===== src/rtl/display_pkg.sv =====
// Shared constants and types for the seven-segment scan driver and alarm sequencer.
// Segment patterns are active-low, bit6 = a ... bit0 = g.
package display_pkg;

  localparam logic [6:0] SEG_BLANK = 7'b1111111;
  localparam logic [6:0] SEG_0     = 7'b0000001;
  localparam logic [6:0] SEG_1     = 7'b1001111;
  localparam logic [6:0] SEG_2     = 7'b0010010;
  localparam logic [6:0] SEG_3     = 7'b0000110;
  localparam logic [6:0] SEG_4     = 7'b1001100;
  localparam logic [6:0] SEG_5     = 7'b0100100;
  localparam logic [6:0] SEG_6     = 7'b1100000;
  localparam logic [6:0] SEG_7     = 7'b0001111;
  localparam logic [6:0] SEG_8     = 7'b0000000;
  localparam logic [6:0] SEG_9     = 7'b0001100;

  typedef enum logic [1:0] {
    ALARM_IDLE     = 2'd0,
    ALARM_RINGING  = 2'd1,
    ALARM_SILENCED = 2'd2
  } alarm_state_e;

endpackage


===== src/rtl/display_scan_driver_if.sv =====
// Bundle of value sources, mode controls and pin-side outputs of the scan driver.
// The master side feeds time/alarm/set values; the slave side is the driver itself.
interface display_scan_driver_if #(
  parameter int NUM_DIGITS = 4
);

  logic                    one_second;
  logic [4*NUM_DIGITS-1:0] time_data;
  logic [4*NUM_DIGITS-1:0] alarm_data;
  logic [4*NUM_DIGITS-1:0] set_data;
  logic                    show_time;
  logic                    show_alarm;
  logic                    alarm_on;
  logic                    stop_alarm;
  logic [NUM_DIGITS-1:0]   blink_mask;
  logic [NUM_DIGITS-1:0]   digit_en_n;
  logic [6:0]              segment_n;
  logic                    sound_alarm;

  modport master (
    output one_second, time_data, alarm_data, set_data,
    output show_time, show_alarm, alarm_on, stop_alarm, blink_mask,
    input  digit_en_n, segment_n, sound_alarm
  );

  modport slave (
    input  one_second, time_data, alarm_data, set_data,
    input  show_time, show_alarm, alarm_on, stop_alarm, blink_mask,
    output digit_en_n, segment_n, sound_alarm
  );

endinterface


===== src/rtl/seg7_encoder.sv =====
// Combinational BCD to active-low seven-segment pattern; codes above 9 are blanked.
module seg7_encoder
  import display_pkg::*;
(
  input  logic [3:0] bcd_i,
  output logic [6:0] seg_n_o
);

  always_comb begin
    seg_n_o = SEG_BLANK;
    case (bcd_i)
      4'd0:    seg_n_o = SEG_0;
      4'd1:    seg_n_o = SEG_1;
      4'd2:    seg_n_o = SEG_2;
      4'd3:    seg_n_o = SEG_3;
      4'd4:    seg_n_o = SEG_4;
      4'd5:    seg_n_o = SEG_5;
      4'd6:    seg_n_o = SEG_6;
      4'd7:    seg_n_o = SEG_7;
      4'd8:    seg_n_o = SEG_8;
      4'd9:    seg_n_o = SEG_9;
      default: seg_n_o = SEG_BLANK;
    endcase
  end

endmodule


===== src/rtl/display_scan_driver.sv =====
// Multiplexed seven-segment scan driver with set-mode blinking and an alarm
// sequencer (idle / ringing / silenced) that drives a registered buzzer output.
module display_scan_driver
  import display_pkg::*;
#(
  parameter int NUM_DIGITS = 4,
  parameter int SCAN_DIV   = 50000,
  parameter int ALARM_SECS = 60
) (
  input  logic                   clk,
  input  logic                   reset,
  display_scan_driver_if.slave   disp
);

  localparam int IDX_W = (NUM_DIGITS > 1) ? $clog2(NUM_DIGITS) : 1;
  localparam int PRE_W = (SCAN_DIV > 1) ? $clog2(SCAN_DIV) : 1;
  localparam int SEC_W = $clog2(ALARM_SECS + 1);

  localparam logic [IDX_W-1:0] LAST_IDX  = IDX_W'(NUM_DIGITS - 1);
  localparam logic [PRE_W-1:0] LAST_PRE  = PRE_W'(SCAN_DIV - 1);
  localparam logic [SEC_W-1:0] SEC_LIMIT = SEC_W'(ALARM_SECS);

  logic [PRE_W-1:0]        presc_q;
  logic [IDX_W-1:0]        scan_idx_q;
  logic                    blink_phase_q;
  logic [NUM_DIGITS-1:0]   digit_en_n_q, digit_en_n_d;
  logic [6:0]              segment_n_q, segment_n_d;

  logic [4*NUM_DIGITS-1:0] src;
  logic                    set_mode;
  logic [3:0]              nibble;
  logic                    blink_bit;
  logic [6:0]              enc_seg;

  alarm_state_e            state_q, state_d;
  logic [SEC_W-1:0]        sec_cnt_q, sec_cnt_d;
  logic                    sound_q, sound_d;
  logic                    match;

  // Source selection and per-slot digit pick; time outranks alarm, set mode otherwise.
  always_comb begin
    set_mode     = !disp.show_time && !disp.show_alarm;
    src          = disp.set_data;
    if (disp.show_time)
      src = disp.time_data;
    else if (disp.show_alarm)
      src = disp.alarm_data;
    nibble       = 4'h0;
    blink_bit    = 1'b0;
    digit_en_n_d = '1;
    for (int i = 0; i < NUM_DIGITS; i++) begin
      if (scan_idx_q == IDX_W'(i)) begin
        nibble          = src[4*i +: 4];
        blink_bit       = disp.blink_mask[i];
        digit_en_n_d[i] = 1'b0;
      end
    end
  end

  seg7_encoder u_encoder (
    .bcd_i   (nibble),
    .seg_n_o (enc_seg)
  );

  always_comb begin
    segment_n_d = enc_seg;
    if (set_mode && blink_phase_q && blink_bit)
      segment_n_d = SEG_BLANK;
  end

  always_ff @(posedge clk or posedge reset) begin
    if (reset) begin
      presc_q       <= '0;
      scan_idx_q    <= '0;
      blink_phase_q <= 1'b0;
      digit_en_n_q  <= '1;
      segment_n_q   <= SEG_BLANK;
    end else begin
      if (presc_q == LAST_PRE) begin
        presc_q    <= '0;
        scan_idx_q <= (scan_idx_q == LAST_IDX) ? '0 : scan_idx_q + 1'b1;
      end else begin
        presc_q <= presc_q + 1'b1;
      end
      if (disp.one_second)
        blink_phase_q <= !blink_phase_q;
      digit_en_n_q <= digit_en_n_d;
      segment_n_q  <= segment_n_d;
    end
  end

  assign match = (disp.time_data == disp.alarm_data);

  always_ff @(posedge clk or posedge reset) begin
    if (reset) begin
      state_q   <= ALARM_IDLE;
      sec_cnt_q <= '0;
      sound_q   <= 1'b0;
    end else begin
      state_q   <= state_d;
      sec_cnt_q <= sec_cnt_d;
      sound_q   <= sound_d;
    end
  end

  // Dropping alarm_on while ringing beats both stop and timeout in the same cycle.
  always_comb begin
    state_d   = state_q;
    sec_cnt_d = sec_cnt_q;
    case (state_q)
      ALARM_IDLE: begin
        if (disp.alarm_on && match) begin
          state_d   = disp.stop_alarm ? ALARM_SILENCED : ALARM_RINGING;
          sec_cnt_d = '0;
        end
      end
      ALARM_RINGING: begin
        if (!disp.alarm_on) begin
          state_d = ALARM_IDLE;
        end else if (disp.stop_alarm) begin
          state_d = ALARM_SILENCED;
        end else if (disp.one_second) begin
          sec_cnt_d = sec_cnt_q + 1'b1;
          if (sec_cnt_q + 1'b1 == SEC_LIMIT)
            state_d = ALARM_SILENCED;
        end
      end
      ALARM_SILENCED: begin
        if (!match || !disp.alarm_on)
          state_d = ALARM_IDLE;
      end
      default: state_d = ALARM_IDLE;
    endcase
  end

  always_comb begin
    sound_d = (state_d == ALARM_RINGING);
  end

  assign disp.digit_en_n  = digit_en_n_q;
  assign disp.segment_n   = segment_n_q;
  assign disp.sound_alarm = sound_q;

endmodule


===== src/flat_wrapper.sv =====
// flat-port wrapper written by rule: the top's interface ports become plain ports
module display_scan_driver_flat import display_pkg::*;
#(
  parameter int NUM_DIGITS = 4,
  parameter int SCAN_DIV   = 50000,
  parameter int ALARM_SECS = 60
)
  (clk, reset, disp_one_second, disp_time_data, disp_alarm_data, disp_set_data, disp_show_time, disp_show_alarm, disp_alarm_on, disp_stop_alarm, disp_blink_mask, disp_digit_en_n, disp_segment_n, disp_sound_alarm);
  display_scan_driver_if #(.NUM_DIGITS(NUM_DIGITS)) disp_i ();
  input  logic clk;
  input  logic reset;
  input wire logic [$bits(disp_i.one_second)-1:0] disp_one_second;
  input wire logic [$bits(disp_i.time_data)-1:0] disp_time_data;
  input wire logic [$bits(disp_i.alarm_data)-1:0] disp_alarm_data;
  input wire logic [$bits(disp_i.set_data)-1:0] disp_set_data;
  input wire logic [$bits(disp_i.show_time)-1:0] disp_show_time;
  input wire logic [$bits(disp_i.show_alarm)-1:0] disp_show_alarm;
  input wire logic [$bits(disp_i.alarm_on)-1:0] disp_alarm_on;
  input wire logic [$bits(disp_i.stop_alarm)-1:0] disp_stop_alarm;
  input wire logic [$bits(disp_i.blink_mask)-1:0] disp_blink_mask;
  output wire logic [$bits(disp_i.digit_en_n)-1:0] disp_digit_en_n;
  output wire logic [$bits(disp_i.segment_n)-1:0] disp_segment_n;
  output wire logic [$bits(disp_i.sound_alarm)-1:0] disp_sound_alarm;
  assign disp_i.one_second = disp_one_second;
  assign disp_i.time_data = disp_time_data;
  assign disp_i.alarm_data = disp_alarm_data;
  assign disp_i.set_data = disp_set_data;
  assign disp_i.show_time = disp_show_time;
  assign disp_i.show_alarm = disp_show_alarm;
  assign disp_i.alarm_on = disp_alarm_on;
  assign disp_i.stop_alarm = disp_stop_alarm;
  assign disp_i.blink_mask = disp_blink_mask;
  assign disp_digit_en_n = disp_i.digit_en_n;
  assign disp_segment_n = disp_i.segment_n;
  assign disp_sound_alarm = disp_i.sound_alarm;
  display_scan_driver #(.NUM_DIGITS(NUM_DIGITS), .SCAN_DIV(SCAN_DIV), .ALARM_SECS(ALARM_SECS)) u_core (.clk(clk), .reset(reset), .disp(disp_i));
endmodule

===== config.mk =====
export PLATFORM = sky130hd
export DESIGN_NAME = display_scan_driver_flat
export DESIGN_NICKNAME = d
export VERILOG_FILES = /design/src/rtl/display_pkg.sv /design/src/rtl/display_scan_driver_if.sv /design/src/rtl/seg7_encoder.sv /design/src/rtl/display_scan_driver.sv /design/src/flat_wrapper.sv
export SDC_FILE = /design/constraint.sdc
export NUM_CORES = 1
export LEC_CHECK = 0
export CAP_MARGIN = 40
export CORE_MARGIN = 2
export CORE_UTILIZATION = 50
export CTS_BUF_LIST = sky130_fd_sc_hd__clkbuf_2 sky130_fd_sc_hd__clkbuf_4 sky130_fd_sc_hd__clkbuf_8
export DETAILED_ROUTE_END_ITERATION = 6
export GPL_TIMING_DRIVEN = 0
export PLACE_DENSITY_LB_ADDON = 0.08
export SLEW_MARGIN = 25
export SYNTH_ARGS = -nofsm -noshare
export SYNTH_HDL_FRONTEND = slang
export SYNTH_SLANG_ARGS = --single-unit

===== constraint.sdc =====
create_clock -name clk -period 3.1 [get_ports clk]
set_input_delay 0.62 -clock clk [delete_from_list [all_inputs] [get_ports clk]]
set_output_delay 0.62 -clock clk [all_outputs]
set_load 0.02 [all_outputs]

==> metrics.cfg, run 1 <==
[sta]
finalSetupViolCount = 0
relSlewSlack = 0.637
fmax_mhz = 342
finalSetupTns_ps = 0
finClkSkew_ps = 6.17
finalHoldViolCount = 0
worst_slack_ps = 177
tightest_slew_ps = 544
rsz0062_at_grt = false
fin_crit_sh = 0.943
slew_violations = 0
fin_crit_ps = 2920

[grt]
grt_max_degree = 34
grt.overflow.total = 0
grt_use_met2 = 0.373
met1_usage = 0.295
antenna_found_initial = 0
grt_pass1_vias = 2314
track_usage = 0.223
use_met3 = 0.0471
grt_pass1_wl_mm = 10.6
top_usage_layer = met2

[worst_setup_path]
critPathCaptureType = flop
crit_arrival_ps = 3140
critPathRequiredTime_ps = 3320
critPathMaxFanout = 10
criticalPathCategory = primary input to flop
r2r_slack_ps = 490
reg2reg_from = u_core.scan_idx_q[0]$_DFFE_PP0N_
startpoint_type = primary input
reg2reg_to = u_core.disp.segment_n[1]$_DFF_PP1_
ff2ff_path_depth = 11

[synth]
yosysSeqAreaShare = 0.371
synth_ff_type = dfrtp_1
synth_nets = 344
syn-cell-area_um2 = 2670
synthCells = 273
synth_enable_flop_cells = 0
synth_area_per_cell_um2 = 9.78
ys_warn_count = 0
ys_seq_elements = 39
ys_async_sr_fraction = 1.00
synth.distinct_cells = 54

[routing]
viasPerCell = 5.32
wl_mm = 5.93
drt_pass1_iterations = 4
remaining_drc_errors = 0
dr_total_vias = 2241
ant_nets = 0
drtIter0Drc = 116
wire_per_inst_um = 14.1

[clock_tree]
insertion_delay_ps = 290
htree_num_levels = 2
cts.sinks = 39
cts_tree = done
postCtsResizedCells = 0
path_clk_slew_ps = 80
cts_root_buf = clkbuf_8
numCtsBuffers = 5
cts_setup_buffers = 0
cts_hold_buf = 0
clk_path_buf_depth = 2

[floorplan]
ioPinCount = 71
die_w_um = 77.1
chipHeight_um = 77.1
coreArea_um2 = 5140
rows = 26
die_area_um2 = 5940
start_util = 0.519

[layout]
diodes = 0
final_area_um2 = 3560
drive_above_1_share = 0.142
syn_to_final_growth_pct = 33.4
nets = 421

[pwr]
power.total_uw = 1200
leakage_uw = 0.00148
vdd_drop_max_uv = 239
powerDensity_nw_per_um2 = 336

[hold_path]
hold_depth = 1
hold_start = u_core.presc_q[0]$_DFF_PP0_
hold_path_class = flop to flop
hold_path_end = u_core.presc_q[0]$_DFF_PP0_

[placement]
io_buffers = 69
post-place-ws_ps = -147
place_area_um2 = 3470
place_congestion = 0.808
dp_hpwl_mm = 4.75

[outcome]
status = finished clean

[flow_run]
cap_viol_max_count = 0

registers in the layout, summed over array words and instances, names as in the netlist:
signal and cells:
u_core.blink_phase_q 1, u_core.disp.digit_en_n 4, u_core.disp.segment_n 7, u_core.disp.sound_alarm 1, u_core.presc_q 16, u_core.scan_idx_q 2, u_core.sec_cnt_q 6, u_core.state_q 2
routing by layer:
metal | vias to the layer above | part of all wire | wire length [um]
met2 | 54 | 0.48 | 2870
met4 | 0 | 0.013 | 79
met5 | - | 0 | 0
li1 | 1126 | - | -
met3 | 9 | 0.038 | 223
met1 | 1052 | 0.46 | 2760
through the flow:
stage,hold slack [ps],util,cells
after CTS,469,0.693,421
final,463,0.693,421
after global routing,485,0.693,421
after detailed placement,457,0.675,413
after global placement,440,0.671,412
after floorplan,425,-,273
synth_stat cells (8+ instances only):
| library cell | number | area [um^2] |
|---|---|---|
| dfrtp_1 | 28 | 701 |
| dfstp_2 | 11 | 289 |
| ha_1 | 12 | 150 |
| inv_1 | 12 | 45.0 |
| mux2_2 | 8 | 90.1 |
| mux2i_1 | 8 | 80.1 |
| nand2_1 | 19 | 71.3 |
| nand3_1 | 17 | 85.1 |
| nor2_1 | 24 | 90.1 |
| xnor2_1 | 18 | 158 |
| xor2_1 | 14 | 123 |
logic make-up after synthesis:
logic type,share of synthesized area
AND/OR/NAND/NOR,0.178
AO/OA/AOI/OAI,0.157
flip-flops,0.371
XOR/XNOR,0.105
buffers and inverters,0.0450
multiplexers,0.0876
adder cells (fa/ha/maj),0.0562
critical path: stages:
cell and delay [ps]:
clkdlybuf4s50_1 610, buf_2 280, buf_4 220, mux2i_1 200, a21oi_1 90, a22oi_2 380, inv_2 90, ha_1 200
mux2_4 270, a32oi_2 170
report_power, final:
| part | internal, uW | switching [uW] |
|---|---|---|
| Combinational | 164 | 128 |
| Clock | 161 | 193 |
| Sequential | 541 | 10.8 |
| Total | 866 | 331 |
cell usage in the layout (no fill, tap or decap), types with 5 or more instances in the layout:
master | netlist | final
clkbuf_1 | 5 | 5
o21ai_1 | 6 | 6
clkbuf_8 | 0 | 5
inv_1 | 12 | 11
and3_1 | 5 | 5
a21oi_1 | 7 | 7
ha_1 | 12 | 12
mux2i_1 | 8 | 8
mux2_2 | 8 | 8
dfstp_2 | 11 | 11
nand2_1 | 19 | 19
xnor2_1 | 18 | 18
xor2_1 | 14 | 14
dfrtp_1 | 28 | 28
nand3_1 | 17 | 17
nand2b_1 | 5 | 5
o21ai_0 | 7 | 7
clkdlybuf4s50_1 | 0 | 69
nor2_1 | 24 | 24
cell type report:
type	count	area, um^2
Timing Repair Buffer	70	711
Inverter	14	55.1
Fill cell	438	1580
Multi-Input combinational cell	210	1560
Clock inverter	3	25.0
Clock buffer	5	68.8
Tap cell	70	87.6
Buffer	10	65.1
Sequential cell	39	990
worst max-delay path by stage:
stage                         start                                  to  cells after the start
floorplan           disp_show_alarm  u_core.disp.segment_n[2]$_DFF_PP1_                     10
global placement     disp_show_time  u_core.disp.segment_n[2]$_DFF_PP1_                     10
detailed placement   disp_show_time  u_core.disp.segment_n[2]$_DFF_PP1_                     10
CTS                  disp_show_time  u_core.disp.segment_n[2]$_DFF_PP1_                     10
global route         disp_show_time  u_core.disp.segment_n[2]$_DFF_PP1_                     10
finish               disp_show_time  u_core.disp.segment_n[2]$_DFF_PP1_                     10
Note: power is estimated with default switching activity, not from simulation.
==> run 2, diff against run 1 <==
Settings changed: CTS_CLUSTER_SIZE set to 14.
==> results of run 2 <==
Same layout as run 1: the final DEF is identical, and so are final timing and power.
==> run 3, diff against run 2 <==
Settings changed: HOLD_SLACK_MARGIN set to 0.15, SETUP_SLACK_MARGIN set to 0.4.
==> run 3 against run 2 <==
Net effect:
- clock-buffer cell count unchanged
- clock power about the same
- sequential share of layout area decreased by 0.16 points
- clock skew about the same
- combinational power increased by 1%
- final cell count increased by 0.48%
- register-to-register slack improved by 100 ps
- power increased by 0.32%
==> metrics.cfg, run 3 (same netlist as run 1, synthesis figures left out) <==
[clock_tree]
numCtsBuffers = 5  ; unchanged
cts_tree = done  ; unchanged
path_clk_slew_ps = 80  ; about the same
cts_root_buf = clkbuf_8  ; unchanged
htree_num_levels = 2  ; unchanged
insertion_delay_ps = 290  ; about the same
cts.sinks = 39  ; unchanged
cts_hold_buf = 0  ; unchanged
clk_path_buf_depth = 2  ; unchanged

[flow_run]
cap_viol_max_count = 0  ; unchanged

[sta]
fin_crit_sh = 0.830  ; was 0.943
finalHoldViolCount = 0  ; unchanged
fmax_mhz = 389  ; was 342 MHz
finalSetupViolCount = 0  ; unchanged
slew_violations = 0  ; unchanged
finalSetupTns_ps = 0  ; unchanged
finClkSkew_ps = 6.31  ; was 6.17 ps
fin_crit_ps = 2570  ; was 2920 ps
tightest_slew_ps = 548  ; was 544 ps
rsz0062_at_grt = false  ; unchanged
relSlewSlack = 0.635  ; was 0.637
worst_hold_slack_ps = 463  ; about the same

[grt]
met1_usage = 0.297  ; was 0.295
track_usage = 0.224  ; was 0.223
grt_max_degree = 34  ; unchanged
grt_use_met2 = 0.376  ; was 0.373
top_usage_layer = met2  ; unchanged
use_met3 = 0.0471  ; unchanged
grt_pass1_wl_mm = 10.7  ; was 10.6 mm
antenna_found_initial = 0  ; unchanged
grt.overflow.total = 0  ; unchanged
grt_pass1_vias = 2317  ; was 2,314

[worst_setup_path]
critPathMaxFanout = 6  ; was 10
slowest_delay_ps = 430  ; was 610 ps
criticalPathCategory = primary input to flop  ; unchanged
critPathCaptureType = flop  ; unchanged
crit_buf_inv = 2  ; was 4
startpoint_type = primary input  ; unchanged
critical-path-top-delay-family = compound AO/OA/AOI/OAI gates  ; was buffers and inverters
path_common_cell = a22o_1
slowest_stage = clkdlybuf4s50_1  ; unchanged
cp-startpoint = disp_alarm_data[4]  ; was disp_show_time
crit_arrival_ps = 2780  ; was 3140 ps
critPathRequiredTime_ps = 3310  ; was 3320 ps
reg2reg_from = u_core.scan_idx_q[0]$_DFFE_PP0N_  ; unchanged
path_cells = clkdlybuf4s50_1 -> mux2_1 -> a221oi_1 -> a311o_1 -> a22o_1 -> inv_1 -> ha_1 -> nor2_1 -> a22o_1 -> o21ai_1  ; was clkdlybuf4s50_1 -> buf_2 -> buf_4 -> mux2i_1 -> a21oi_1 -> a22oi_2 -> inv_2 -> ha_1 -> mux2_4 -> a32oi_2

[pwr]
p_int_uw = 868  ; was 866 uW
p_clk_frac = 0.295  ; about the same
comb_power_share = 0.246  ; was 0.244
swShare = 0.277  ; about the same
p_switching_uw = 332  ; was 331 uW
vdd_drop_max_uv = 231  ; was 239 uV
powerDensity_nw_per_um2 = 335  ; was 336 nW/um^2
leakage_uw = 0.00149  ; was 0.00148 uW
seqPwrFrac = 0.459  ; was 0.461

[placement]
place_congestion = 0.808  ; unchanged
place_area_um2 = 3470  ; unchanged
io_buffers = 69  ; unchanged
dp_hpwl_mm = 4.75  ; unchanged
dp.cells = 413  ; unchanged

[routing]
remaining_drc_errors = 0  ; unchanged
viasPerCell = 5.29  ; was 5.32
wl_mm = 5.95  ; was 5.93 mm
drt_pass1_iterations = 4  ; unchanged
dr_total_vias = 2236  ; was 2,241
ant_nets = 0  ; unchanged
drtIter0Drc = 111  ; was 116
wire_per_inst_um = 14.1  ; about the same

[layout]
top_register = u_core.presc_q  ; unchanged
largest_reg_flops = 16  ; unchanged
fin_util = 0.697  ; was 0.693
final_cell_mix = clkdlybuf4s50_1 (68), dfrtp_1 (28), nor2_1 (24), nand2_1 (19), xnor2_1 (18)  ; was clkdlybuf4s50_1 (69), dfrtp_1 (28), nor2_1 (24), nand2_1 (19), xnor2_1 (18)
final_common_cell = clkdlybuf4s50_1  ; unchanged
nets = 423  ; was 421
fin_cells = 423  ; was 421
final_area_um2 = 3580  ; was 3560 um^2
syn_to_final_growth_pct = 34.2  ; was 33.4%
diodes = 0  ; unchanged
final.fill_count = 438  ; unchanged
drive_above_1_share = 0.153  ; was 0.142

[floorplan]
die_w_um = 77.1  ; unchanged
start_util = 0.519  ; unchanged
chipHeight_um = 77.1  ; unchanged
ioPinCount = 71  ; unchanged
coreArea_um2 = 5140  ; unchanged
rows = 26  ; unchanged
die_area_um2 = 5940  ; unchanged

[outcome]
status = finished clean  ; unchanged

[hold_path]
hold_path_class = flop to flop  ; unchanged
hold_start = u_core.presc_q[0]$_DFF_PP0_  ; unchanged

-- run 3: power by group through the flow --
stage                     clock network, uW  registers, uW  logic, uW
after global placement                    0            561        286
after detailed placement                  0            562        293
after CTS                               360            552        298
final                                   354            551        296
after global routing                    388            554        322
after floorplan                           0            581        132
-- run 3: per-layer routing --
metal	vias up	wire (um)
met5	-	0
met4	0	47
met3	4	234
met2	57	2920
met1	1046	2750
li1	1129	-
-- run 3: path summary, 6_finish.rpt --
path,endpoint,slack [ps],cells after the start
max in group asynchronous,u_core.disp.segment_n[1]$_DFF_PP1_,2100,3
hold / removal,u_core.presc_q[0]$_DFF_PP0_,460,1
min in group asynchronous,u_core.presc_q[0]$_DFF_PP0_,520,2
hold reg to reg,u_core.presc_q[0]$_DFF_PP0_,460,1
setup / recovery,u_core.disp.segment_n[1]$_DFF_PP1_,530,10
setup reg to reg,u_core.disp.segment_n[1]$_DFF_PP1_,590,11
-- run 3: layout make-up --
type                    count  area (um^2)  area share
multi-input cells         210         1560       0.437
flip-flops and latches     39          990       0.276
repair buffers             72          724       0.202
well taps                  70         87.6      0.0244
clock buffers               5         68.8      0.0192
plain buffers              10         67.6      0.0189
inverters                  14         55.1      0.0154
clock inverters             3         25.0     0.00699
-- run 3: what timing repair did --
item | CTS | global route
buffers inserted | 2 | 0
endpoints found under the hold margin | 0 | 0
resized for setup | 2 | 2
endpoints found under the setup margin | 7 | 5
pin swaps | 1 | 0
-- run 3: metrics by stage --
step	setup WS, ps	power, uW
after floorplan	627	713
after global placement	-110	846
after detailed placement	-147	855
after CTS	478	1210
after global routing	411	1260
final	526	1200
